$ cat src/rtl/vend_pkg.sv
// Shared types and constants for the vending-machine controller.
// Credit values are counted in half-units.
package vend_pkg;

  typedef enum logic [1:0] {
    IDLE    = 2'd0,
    COLLECT = 2'd1,
    VEND    = 2'd2,
    CHANGE  = 2'd3
  } state_t;

  localparam logic [1:0] HALF_VAL = 2'd1;
  localparam logic [1:0] ONE_VAL  = 2'd2;
  localparam int         SEL_W    = 3;

endpackage

$ cat src/rtl/vend_change_disp.sv
// Change sequencer: picks the coin to return this cycle from the remaining amount.
// Returns 1-unit coins while possible, then a final 0.5-unit coin.
module vend_change_disp
  import vend_pkg::*;
#(
  parameter int CREDIT_W = 4
) (
  input  logic                start,
  input  logic [CREDIT_W-1:0] amount,
  output logic                change_one,
  output logic                change_half,
  output logic                done
);

  // Coin selection for the current change cycle
  always_comb begin
    change_one  = 1'b0;
    change_half = 1'b0;
    done        = 1'b0;
    if (start) begin
      if (amount >= CREDIT_W'(ONE_VAL)) begin
        change_one = 1'b1;
      end else if (amount != '0) begin
        change_half = 1'b1;
      end else begin
        done = 1'b1;
      end
    end else begin
      done = 1'b0;
    end
  end

endmodule

$ cat src/rtl/vend_ctrl.sv
// Multi-product vending controller: credit register, purchase FSM and
// registered dispense/change/reject pulses.
module vend_ctrl
  import vend_pkg::*;
#(
  parameter int                             N_ITEMS   = 2,
  parameter int                             CREDIT_W  = 4,
  parameter logic [N_ITEMS*CREDIT_W-1:0]    PRICES    = {4'd6, 4'd5},
  parameter int                             AUTO_VEND = 0
) (
  input  logic                clk,
  input  logic                rst,
  input  logic                half,
  input  logic                one,
  input  logic                buy,
  input  logic [SEL_W-1:0]    sel,
  input  logic                cancel,
  output logic [CREDIT_W-1:0] credit,
  output logic                busy,
  output logic                drink,
  output logic [SEL_W-1:0]    drink_id,
  output logic                change_one,
  output logic                change_half,
  output logic                coin_rej,
  output logic                buy_nak
);

  // Padded to eight entries so any sel value indexes safely.
  localparam logic [8*CREDIT_W-1:0] PRICE_TABLE = (8*CREDIT_W)'(PRICES);

  state_t              state_q, state_d;
  logic [CREDIT_W-1:0] credit_q, credit_d;
  logic                busy_q, busy_d;
  logic                drink_q, drink_d;
  logic [SEL_W-1:0]    drink_id_q, drink_id_d;
  logic                change_one_q, change_one_d;
  logic                change_half_q, change_half_d;
  logic                coin_rej_q, coin_rej_d;
  logic                buy_nak_q, buy_nak_d;

  logic [CREDIT_W-1:0] price_s, price0_s, dec_s;
  logic [1:0]          coin_val_s;
  logic [CREDIT_W:0]   sum_s;
  logic                sel_ok_s, coin_any_s, coin_ok_s, coin_bad_s;
  logic                disp_one_s, disp_half_s, disp_done_s;

  assign price_s    = PRICE_TABLE[int'(sel)*CREDIT_W +: CREDIT_W];
  assign price0_s   = PRICES[CREDIT_W-1:0];
  assign sel_ok_s   = ({1'b0, sel} < 4'(N_ITEMS));
  assign coin_any_s = half | one;
  assign coin_val_s = (half ? HALF_VAL : 2'd0) + (one ? ONE_VAL : 2'd0);
  assign sum_s      = {1'b0, credit_q} + {{(CREDIT_W-1){1'b0}}, coin_val_s};
  assign coin_ok_s  = coin_any_s & ~sum_s[CREDIT_W];
  assign coin_bad_s = coin_any_s & sum_s[CREDIT_W];
  assign dec_s      = disp_one_s  ? CREDIT_W'(ONE_VAL)  :
                      disp_half_s ? CREDIT_W'(HALF_VAL) : '0;

  vend_change_disp #(
    .CREDIT_W (CREDIT_W)
  ) u_change_disp (
    .start       (state_q == CHANGE),
    .amount      (credit_q),
    .change_one  (disp_one_s),
    .change_half (disp_half_s),
    .done        (disp_done_s)
  );

  // Next-state, credit and output-pulse decode
  always_comb begin
    state_d       = state_q;
    credit_d      = credit_q;
    drink_d       = 1'b0;
    drink_id_d    = '0;
    change_one_d  = 1'b0;
    change_half_d = 1'b0;
    coin_rej_d    = 1'b0;
    buy_nak_d     = 1'b0;
    case (state_q)
      IDLE, COLLECT: begin
        if (cancel && (credit_q != '0)) begin
          state_d    = CHANGE;
          coin_rej_d = coin_any_s;
        end else if (buy && sel_ok_s && (credit_q >= price_s)) begin
          state_d    = VEND;
          credit_d   = credit_q - price_s;
          drink_d    = 1'b1;
          drink_id_d = sel;
          coin_rej_d = coin_any_s;
        end else if ((AUTO_VEND != 0) && !buy && (state_q == COLLECT) &&
                     (credit_q >= price0_s)) begin
          state_d    = VEND;
          credit_d   = credit_q - price0_s;
          drink_d    = 1'b1;
          drink_id_d = '0;
          coin_rej_d = coin_any_s;
        end else begin
          // A refused buy still lets a coin in the same cycle through.
          buy_nak_d  = buy;
          credit_d   = coin_ok_s ? sum_s[CREDIT_W-1:0] : credit_q;
          state_d    = (coin_ok_s || (credit_q != '0)) ? COLLECT : IDLE;
          coin_rej_d = coin_bad_s;
        end
      end
      VEND: begin
        coin_rej_d = coin_any_s;
        state_d    = (credit_q != '0) ? CHANGE : IDLE;
      end
      CHANGE: begin
        coin_rej_d    = coin_any_s;
        change_one_d  = disp_one_s;
        change_half_d = disp_half_s;
        credit_d      = credit_q - dec_s;
        state_d       = disp_done_s ? IDLE : CHANGE;
      end
      default: begin
        state_d  = IDLE;
        credit_d = '0;
      end
    endcase
    busy_d = (state_d == VEND) || (state_d == CHANGE);
  end

  // State, credit and registered outputs
  always_ff @(posedge clk or posedge rst) begin
    if (rst) begin
      state_q       <= IDLE;
      credit_q      <= '0;
      busy_q        <= 1'b0;
      drink_q       <= 1'b0;
      drink_id_q    <= '0;
      change_one_q  <= 1'b0;
      change_half_q <= 1'b0;
      coin_rej_q    <= 1'b0;
      buy_nak_q     <= 1'b0;
    end else begin
      state_q       <= state_d;
      credit_q      <= credit_d;
      busy_q        <= busy_d;
      drink_q       <= drink_d;
      drink_id_q    <= drink_id_d;
      change_one_q  <= change_one_d;
      change_half_q <= change_half_d;
      coin_rej_q    <= coin_rej_d;
      buy_nak_q     <= buy_nak_d;
    end
  end

  assign credit      = credit_q;
  assign busy        = busy_q;
  assign drink       = drink_q;
  assign drink_id    = drink_id_q;
  assign change_one  = change_one_q;
  assign change_half = change_half_q;
  assign coin_rej    = coin_rej_q;
  assign buy_nak     = buy_nak_q;

endmodule

$ cat config.mk
export PLATFORM = sky130hd
export DESIGN_NAME = vend_ctrl
export DESIGN_NICKNAME = d
export VERILOG_FILES = /design/src/rtl/vend_pkg.sv /design/src/rtl/vend_change_disp.sv /design/src/rtl/vend_ctrl.sv
export SDC_FILE = /design/constraint.sdc
export NUM_CORES = 1
export LEC_CHECK = 0
export BUFFER_PORTS_ARGS = -buffer_cell sky130_fd_sc_hd__buf_2
export CORE_MARGIN = 4
export CORE_UTILIZATION = 55
export DETAILED_ROUTE_END_ITERATION = 12
export GPL_TIMING_DRIVEN = 0
export PLACE_DENSITY = 0.81
export SLEW_MARGIN = 5
export SYNTH_ARGS = -nofsm -noshare
export SYNTH_HDL_FRONTEND = slang
export SYNTH_SLANG_ARGS = --single-unit
$ cat constraint.sdc
create_clock -name clk -period 5.5 [get_ports clk]
set_input_delay 1.1 -clock clk [delete_from_list [all_inputs] [get_ports clk]]
set_output_delay 1.1 -clock clk [all_outputs]
set_load 0.1 [all_outputs]
==> key figures, run 1 <==
Setup path
  – Critical Path AT: 3240 ps
  – CP Cell Sequence: buf_2 > nor2_1 > inv_1 > nor2_1 > ha_1 > and3_1 > o311ai_2 > nor2_1 > a211oi_1 > o22ai_1
  – Crit-path most repeated cell: nor2_1
  – WP data required: roughly 5700 ps
  – Critical path fanouts, max: 7
  – Reg2reg path depth: 8
  – CP Launch Type: input port
  – Crit path largest cell delay: between 600 and 700 ps
  – FF-to-FF Start: credit[0]
  – CP max stage cell: o311ai_2
  – RR Endpoint: credit[3]
  – Worst setup path startpoint: sel[2]
  – End of the critical path: credit[0]
  – Nature of the critical path endpoint: flip-flop
  – Reg2reg setup slack: ~3200 ps
  – Crit Path Category: in2reg

Clock network
  – Htree depth: 1
  – CTS tree: done
  – Clock Root Buffer: clkbuf_4
  – TritonCTS Buffers: 3
  – Clock sinks: 14
  – Max Root-Sink Buffers: 2
  – Cts hold-fix bufs: 0
  – Post-cts gate resize count: 0
  – Reg clk slew, reported paths: about 80 ps
  – Clk_lat worst skew: about 270 ps
  – Setup Buffers After CTS: 0

STA
  – Unrepaired setup endpoints after global routing: no
  – Worst slew pin tran: between 600 and 700 ps
  – Setup TNS: 0 ps
  – Max Clock Freq: 323 MHz
  – Setup violations, final: 0
  – Worst slew margin: 0.548
  – Crit path time final: 3090 ps
  – Endpoints failing hold: 0
  – Final Cycle Share: 0.562
  – Layout Skew: 3.01 ps
  – Slew Viols, Final: 0

Detailed routing
  – WL/cell: 14.7 microns
  – DR vias: approximately 770
  – DRC: 0
  – DRT Pass-1 Iters: 4
  – Final ANT Viol Nets: 0
  – Via density: roughly 5.8
  – Routed Wire Length: 1940 microns
  – Initial drt markers: 9

Cells and area
  – Antenna diode count: 0
  – Layout cells sized above 1: 0.267
  – Area Overhead vs Synth: 18.1%
  – Layout Nets: 136
  – Fill cell count: roughly 130
  – Fin util: 0.700
  – Post-route cell area: 0.00108 sq mm

Synth
  – Number of synthesized flops with an enable pin: 0
  – Simple-Gate Fraction of Synth Area: 0.177
  – Post-Synth Adder-Cell Area: 0.162
  – Seq/Total Area, Yosys: 0.384
  – Post-Synthesis Cells: 90
  – Distinct cells, synth: 36
  – Post-synth top area cell: dfrtp_1
  – Synth warnings: 0
  – Mapped Avg Cell Area: a little over 10 sq um
  – Mux contribution to synthesized area: 0.0110
  – Ys flop type: dfrtp_1
  – Largest family of logic cells by synthesized area: compound AO/OA/AOI/OAI gates
  – Most frequent cell after synthesis: dfrtp_1
  – Top cells by count, synth: dfrtp_1, a21oi_1, ha_1, inv_1, nor2_1
  – Top cells by area, synth: dfrtp_1, ha_1, fa_1
  – Seq cells post-synth: 14
  – Syn Std Cell Area: 913 sq um
  – Compound-gate portion of the synthesized area: 0.189
  – Post-Synth XOR/XNOR Area: 0.0288
  – Top cell type's share of synthesized area: 0.384
  – Fraction of registers with async set or reset after synthesis: 1.00

Global routing
  – All-Layer GR Usage: 0.179
  – Global-route wire length before repair: about 3400 microns
  – Vias in the first global route: roughly 810
  – Largest net degree at the start of global routing: 15
  – Total grt overflow: 0
  – Antenna violations before repair: 0

Floorplanning
  – Die area: 0.00238 sq mm
  – DIE HEIGHT: slightly below 50 microns
  – Starting Density: 0.593
  – Core area: around 0.0015 sq mm
  – Die width: 48.8 microns
  – Number of core rows: 14
  – IO Count: 22

Placement
  – Dpl hpwl: 1580 microns
  – Placed instance area: ~0.0010 sq mm
  – Port bufs: 21
  – RePlAce Congestion: around 0.85

Min path
  – Worst Min Path Start: busy
  – Worst Hold Path Cells: 1
  – Worst hold path class: reg2reg

Outcome
  – Status: completed

Run
  – Max_cap viols: 0
## sequential cells by signal, indices dropped and copies added (netlist names)
signal,flops
coin_rej,1
drink,1
credit,4
state_q,1
buy_nak,1
change_half,1
change_one,1
busy,1
drink_id,3
## per-stage QoR
step | setup WS, ps | instances | hold slack (ps)
finish | 2410 | 132 | 597
CTS | 2380 | 132 | 597
global placement | 2210 | 128 | 562
floorplan | 2610 | 91 | 680
global route | 2170 | 132 | 658
detailed placement | 2090 | 128 | 584
## worst min-delay path by stage
| stage | slack (ps) | endpoint |
|---|---|---|
| 5_1_grt | 660 | busy |
| 3_3_place_gp | 560 | busy |
| 3_5_place_dp | 580 | busy |
| 6_report | 600 | busy |
| 2_1_floorplan | 680 | credit[1] |
| 4_1_cts | 600 | busy |
## cells by family after synthesis
kind of cell,count (synthesis)
muxes,1
and+or+nand+nor,29
AOI/OAI and AO/OA,23
adders and majority gates,10
buffers and inverters,9
other,1
xor gates and xnor gates,3
DFF,14
## critical path: cells and delay by family
kind | cells | cell delay, ps
simple gates | 4 | 700
buf+inv | 2 | 200
compound gates | 3 | 990
fa+ha+maj | 1 | 250
## area by class of cell
cell class | count | area, sq um | area share
plain buffers | 2 | 15.0 | 0.0139
clock buffers | 4 | 36.3 | 0.0336
inverters | 7 | 26.3 | 0.0244
multi-input cells | 68 | 526 | 0.487
flip-flops and latches | 14 | 350 | 0.325
well taps | 16 | 20.0 | 0.0186
repair buffers | 21 | 105 | 0.0974
## metal layers
metal | vias up | global-route usage | routed length, microns
met5 | - | 0 | 0
met4 | 0 | 0.0673 | 45
met3 | 7 | 0.0276 | 108
met2 | 26 | 0.300 | 964
met1 | 370 | 0.230 | 818
li1 | 366 | - | -
## placed cells by master (no fill, tap or decap), types with 4 or more instances in the layout
| cell type | instances |
|---|---|
| ha_1 | 7 |
| a21oi_1 | 7 |
| dfrtp_1 | 14 |
| buf_2 | 21 |
| inv_1 | 7 |
| nand2_1 | 4 |
| nor2_1 | 6 |
Power of run 1 is not shown: default switching activity piles up to over one toggle a cycle in this logic, so the estimate is an artifact.
==> inputs of run 2 (changes only) <==
ABC_AREA = 1   (was unset)
CORE_UTILIZATION = 53   (was 55)
PLACE_DENSITY = 0.77   (was 0.81)
clock period = 3.2 ns   (was 5.5 ns; I/O delays follow)
==> run 2 against run 1 <==
Net effect: flip-flop and latch count unchanged; critical path depth up 5; clock skew up 6.3 ps; critical path type unchanged; largest cell class unchanged; first-iteration DRC count rose to 3.7 times the previous value; global-route usage up 0.56 points; cell area up 12%; clock-buffer cell count unchanged; sequential share of layout area down 3.6 points; die area up 15%.
==> key figures, run 2 <==
Outcome
  – Status: completed

STA
  – Unrepaired setup endpoints after global routing: no
  – Crit path time final: 2140 ps
  – Worst slew pin tran: approximately 520 ps
  – Max Clock Freq: 468 MHz
  – Worst slew margin: 0.655
  – Setup violations, final: 0
  – Setup TNS: 0 ps
  – Endpoints failing hold: 0
  – Slew Viols, Final: 0
  – Final Cycle Share: 0.668
  – Layout Skew: slightly above 9 ps

Setup path
  – Reg2reg setup slack: around 1100 ps
  – End of the critical path: credit[2]
  – FF-to-FF Start: credit[1]
  – Reg2reg path depth: 11
  – Worst setup path startpoint: sel[1]
  – CP Cell Sequence: buf_2 > inv_1 > nand2_1 > nor2_1 > ha_1 > fa_1 > inv_1 > nand2_1 > nand3_2 > nand2_4 > inv_2 > nand2_4 > nand2_4 > nand3b_1 > nand2_1
  – RR Endpoint: credit[2]
  – Critical Path AT: 2360 ps
  – Critical path fanouts, max: 8
  – CP Buf/Inv Count: 4
  – Crit path largest cell delay: 410 ps
  – Kind of cell adding the most delay to the critical path: simple AND/OR/NAND/NOR gates
  – CP max stage cell: fa_1
  – Nature of the critical path endpoint: flip-flop
  – CP Launch Type: input port
  – Crit Path Category: in2reg
  – WP data required: approximately 3400 ps
  – Crit path depth: 15

Cells and area
  – Layout cells sized above 1: 0.276
  – Reg area: approximately 350 sq um
  – Most common cell after layout, fill and taps aside: nand2_1
  – Max FFs per register: 4
  – Layout Nets: around 180
  – Antenna diode count: 0
  – Fill cell count: approximately 160
  – Footprint of the multi-input gates: slightly below 600 sq um
  – Area Overhead vs Synth: 17.0%
  – Commonest cells after routing, fill and taps aside: nand2_1, buf_2, nand3_1, inv_1

Floorplanning
  – Die width: between 50 and 60 microns
  – Core area: 0.00178 sq mm
  – Number of core rows: 15
  – Starting Density: 0.580
  – DIE HEIGHT: around 52 microns
  – Die area: 0.00272 sq mm
  – IO Count: 22

Synth
  – Ys flop type: dfrtp_1
  – Post-synth top area cell: dfrtp_1
  – Seq cells post-synth: 14
  – Mapped Avg Cell Area: between 7 and 8 sq um
  – Most frequent cell after synthesis: nand2_1
  – Seq/Total Area, Yosys: 0.339
  – Top cells by count, synth: nand2_1, nand3_1, inv_1
  – Syn Std Cell Area: roughly 0.0010 sq mm
  – Top cells by area, synth: dfrtp_1, nand2_1, ha_1
  – Post-Synthesis Cells: 130
  – Number of synthesized flops with an enable pin: 0
  – Synth warnings: 0
  – Top cell type's share of synthesized area: 0.339
  – Distinct cells, synth: 27
  – Fraction of registers with async set or reset after synthesis: 1.00

Clock network
  – Max Root-Sink Buffers: 2
  – TritonCTS Buffers: 3
  – Clock Root Buffer: clkbuf_4
  – Post-cts gate resize count: 0
  – Htree depth: 1
  – Clock sinks: 14
  – Setup Buffers After CTS: 0
  – CTS tree: done
  – Reg clk slew, reported paths: ~90 ps
  – Cts hold-fix bufs: 0
  – Clk_lat worst skew: about 280 ps

Global routing
  – Total grt overflow: 0
  – Largest net degree at the start of global routing: 15
  – Antenna violations before repair: 0
  – Global-route wire length before repair: 3590 microns
  – All-Layer GR Usage: 0.185
  – Vias in the first global route: 834

Detailed routing
  – Initial drt markers: 33
  – Final ANT Viol Nets: 0
  – DR vias: around 930
  – Via density: 5.13
  – DRC: 0
  – DRT Pass-1 Iters: 4
  – WL/cell: 12.2 microns
  – Routed Wire Length: ~2200 microns

Placement
  – Dpl hpwl: around 1800 microns
  – Port bufs: 21
  – RePlAce Congestion: approximately 0.84

Min path
  – Worst hold path class: in2async

Run
  – Max_cap viols: 0
## run 2: cell types whose count changed after synthesis, moves of 3 or more
| cell | previous run | this run |
|---|---|---|
| a21oi_1 | 7 | 2 |
| and2_1 | 3 | 0 |
| and3_1 | 3 | 0 |
| inv_1 | 7 | 16 |
| inv_2 | 0 | 4 |
| nand2_1 | 4 | 25 |
| nand2_4 | 0 | 4 |
| nand3_1 | 3 | 17 |
| nor2_1 | 6 | 14 |
## run 2: logic make-up (layout without fill, tap and decap cells)
| kind of cell | Yosys count | in the layout | share of synthesized area |
|---|---|---|---|
| simple gates | 74 | 74 | 0.364 |
| buf+inv | 23 | 48 | 0.0991 |
| flops | 14 | 14 | 0.339 |
| fa+ha+maj | 10 | 10 | 0.143 |
| compound gates | 6 | 6 | 0.0351 |
| xor+xnor | 2 | 2 | 0.0169 |
| other cells | 1 | 2 | 0.00362 |
## run 2: final cells by class
| class | count | area share |
|---|---|---|
| plain buffers | 2 | 0.0186 |
| clock buffers | 4 | 0.0300 |
| inverters | 21 | 0.0661 |
| multi-input cells | 94 | 0.483 |
| flip-flops and latches | 14 | 0.289 |
| well taps | 25 | 0.0258 |
| repair buffers | 21 | 0.0868 |
## run 2: stage by stage
step,instance area (sq um),hold WS (ps),worst slack [ps],instances,util
after floorplan,1040,529,632,131,-
after global routing,1210,439,924,181,0.679
after global placement,1170,617,872,177,0.659
after CTS,1210,395,1100,181,0.679
after detailed placement,1170,613,816,177,0.659
final,1210,373,1060,181,0.679
## run 2: how the worst min path moves through the flow
stage,startpoint,end
2_1_floorplan,rst,busy
3_3_place_gp,busy,state_q[0]
3_5_place_dp,busy,state_q[0]
4_1_cts,rst,busy
5_1_grt,rst,busy
6_report,rst,busy
## run 2: per-layer routing
layer	wire length, microns	share of wire	vias to the layer above	global-route usage
met1	956	0.43	438	0.230
met3	126	0.057	5	0.0285
met5	0	0	-	0
li1	-	-	458	-
met4	50	0.023	0	0.102
met2	1070	0.49	28	0.303
Power of run 2 is left out for the same reason.
==> inputs of run 3 (changes only) <==
ABC_AREA = 0   (was 1)
CORE_UTILIZATION = 51   (was 53)
PLACE_DENSITY = 0.76   (was 0.77)
clock period = 2 ns   (was 3.2 ns; I/O delays follow)
==> run 3 against run 2 <==
Net effect: the run now ends with setup timing left; wire length is 3.3% lower; first-iteration DRC count is 30% lower; register-to-register slack worse by 1200 ps; clock skew is 4.3 ps lower; critical path depth is 7 lower; global-route usage hardly changed; hold slack worse by 250 ps; utilization is 11 points higher; flip-flop and latch count stayed put; critical path type is now reg2reg.
==> key figures, run 3 (same netlist as run 1, synthesis figures left out) <==
Outcome
  – Status: complete, but fails checks
  – Failing checks: setup timing

Setup path
  – CP max stage cell: dfrtp_4
  – Worst setup path startpoint: credit[0]
  – Critical Path AT: between 2000 and 2500 ps
  – FF-to-FF Start: credit[0]
  – Critical path fanouts, max: 7
  – WP data required: 2170 ps
  – Crit Path Category: reg2reg
  – Crit path largest cell delay: 450 ps
  – CP Cell Sequence: inv_4 > ha_4 > fa_2 > nor2b_4 > o311ai_4 > a22oi_4 > nand3_2 > xnor2_2
  – CP Launch Type: flip-flop
  – Nature of the critical path endpoint: flip-flop

STA
  – Layout Skew: 5.01 ps
  – Setup violations, final: 2
  – Setup ws final: -37.6 ps
  – Final Cycle Share: 1.02
  – Unrepaired setup endpoints after global routing: yes
  – Endpoints failing hold: 0
  – Setup TNS: -64.9 ps
  – Slew Viols, Final: 0
  – Crit path time final: 2040 ps
  – Max Clock Freq: 491 MHz

Global routing
  – Met1 Use GR: 0.227
  – Vias in the first global route: roughly 800
  – Met2 global-route usage: 0.330
  – Global-route wire length before repair: around 3600 microns
  – Total grt overflow: 0
  – Antenna violations before repair: 0
  – M3 GR Usage: 0.0208
  – Most Used Layer, Global Route: met2
  – Largest net degree at the start of global routing: 15
  – All-Layer GR Usage: 0.185

Clock network
  – Htree depth: 1
  – Reg clk slew, reported paths: ~80 ps
  – Max Root-Sink Buffers: 2
  – TritonCTS Buffers: 3
  – Clock Root Buffer: clkbuf_4
  – CTS tree: done
  – Clk_lat worst skew: around 280 ps
  – Clock sinks: 14

Cells and area
  – Post-Layout Cell Count: roughly 150
  – Antenna diode count: 0
  – Fill cell count: 109
  – Commonest cells after routing, fill and taps aside: buf_2, buf_4, dfrtp_1, a21oi_1
  – Max FFs per register: 4
  – Layout Nets: ~150
  – Area Overhead vs Synth: 47.1%
  – Layout cells sized above 1: 0.558
  – Most common cell after layout, fill and taps aside: buf_2

Floorplanning
  – DIE HEIGHT: between 50 and 60 microns
  – Die area: 0.00253 sq mm
  – Starting Density: 0.535
  – Number of core rows: 15
  – IO Count: 22
  – Die width: between 50 and 60 microns
  – Core area: around 0.0017 sq mm

Min path
  – Worst hold path class: in2async

Placement
  – RePlAce Congestion: 0.846
  – Dpl hpwl: about 1500 microns
  – Port bufs: 21
  – Dpl ws: -365 ps
  – Inst Count DP: 137

Detailed routing
  – DR vias: approximately 830
  – Final ANT Viol Nets: 0
  – Initial drt markers: 23
  – DRC: 0
  – DRT Pass-1 Iters: 5
  – Via density: 5.36
  – Routed Wire Length: between 2000 and 2500 microns
  – WL/cell: roughly 14 microns

Run
  – Max_cap viols: 0
==> run 3: cell types whose count changed in the layout (fill, tap and decap cells not counted), moves of 4 or more <==
cell / previous run / this run
nor2_1: 14 / 4
ha_1: 7 / 3
dfrtp_1: 14 / 9
inv_1: 16 / 4
nand2_1: 25 / 3
a21oi_1: 2 / 7
nand2_4: 4 / 0
buf_4: 0 / 13
dfrtp_4: 0 / 4
nand3_1: 17 / 3
==> run 3: worst max-delay path: cells and delay by family, from the launching register on <==
family	cells	cell delay, ps
adder cells (fa/ha/maj)	2	510
flip-flops	1	450
AO/OA/AOI/OAI	2	440
AND/OR/NAND/NOR	2	310
XOR/XNOR	1	150
buffers and inverters	1	50
==> run 3: repair_timing <==
action                     CTS  global route
pin swaps                    9             5
setup endpoints to repair    4             4
hold buffers                 0             0
gates resized for setup      5             5
setup buffers               10             3
==> run 3: final timing paths <==
check	to	slack (ps)	cells after the start
max	credit[3]	-40	8
min	busy	130	2
max reg2reg	credit[3]	-40	8
min reg2reg	credit[3]	560	1
max in group asynchronous	credit[2]	1500	2
min in group clk	buy_nak	410	2
==> run 3: area by class of cell <==
type	instances	area, sq um	area share
Inverter	7	28.8	0.0214
Timing Repair Buffer	34	203	0.151
Tap cell	25	31.3	0.0233
Clock buffer	4	36.3	0.0270
Multi-Input combinational cell	68	653	0.486
Buffer	2	25.0	0.0186
Sequential cell	14	367	0.273
==> run 3: per-stage QoR <==
step	utilization	cell area (sq um)	hold WS (ps)
2_1_floorplan	-	1030	289
3_3_place_gp	0.684	1170	437
3_5_place_dp	0.684	1170	444
4_1_cts	0.760	1300	148
5_1_grt	0.787	1340	178
6_report	0.787	1340	127
==> run 3: per-layer routing <==
metal  up-vias  routed length (microns)
li1        396                        -
met1       386                      907
met2        35                     1070
met3         9                      113
met4         0                       44
met5         -                        0
Power of run 3 is left out for the same reason.
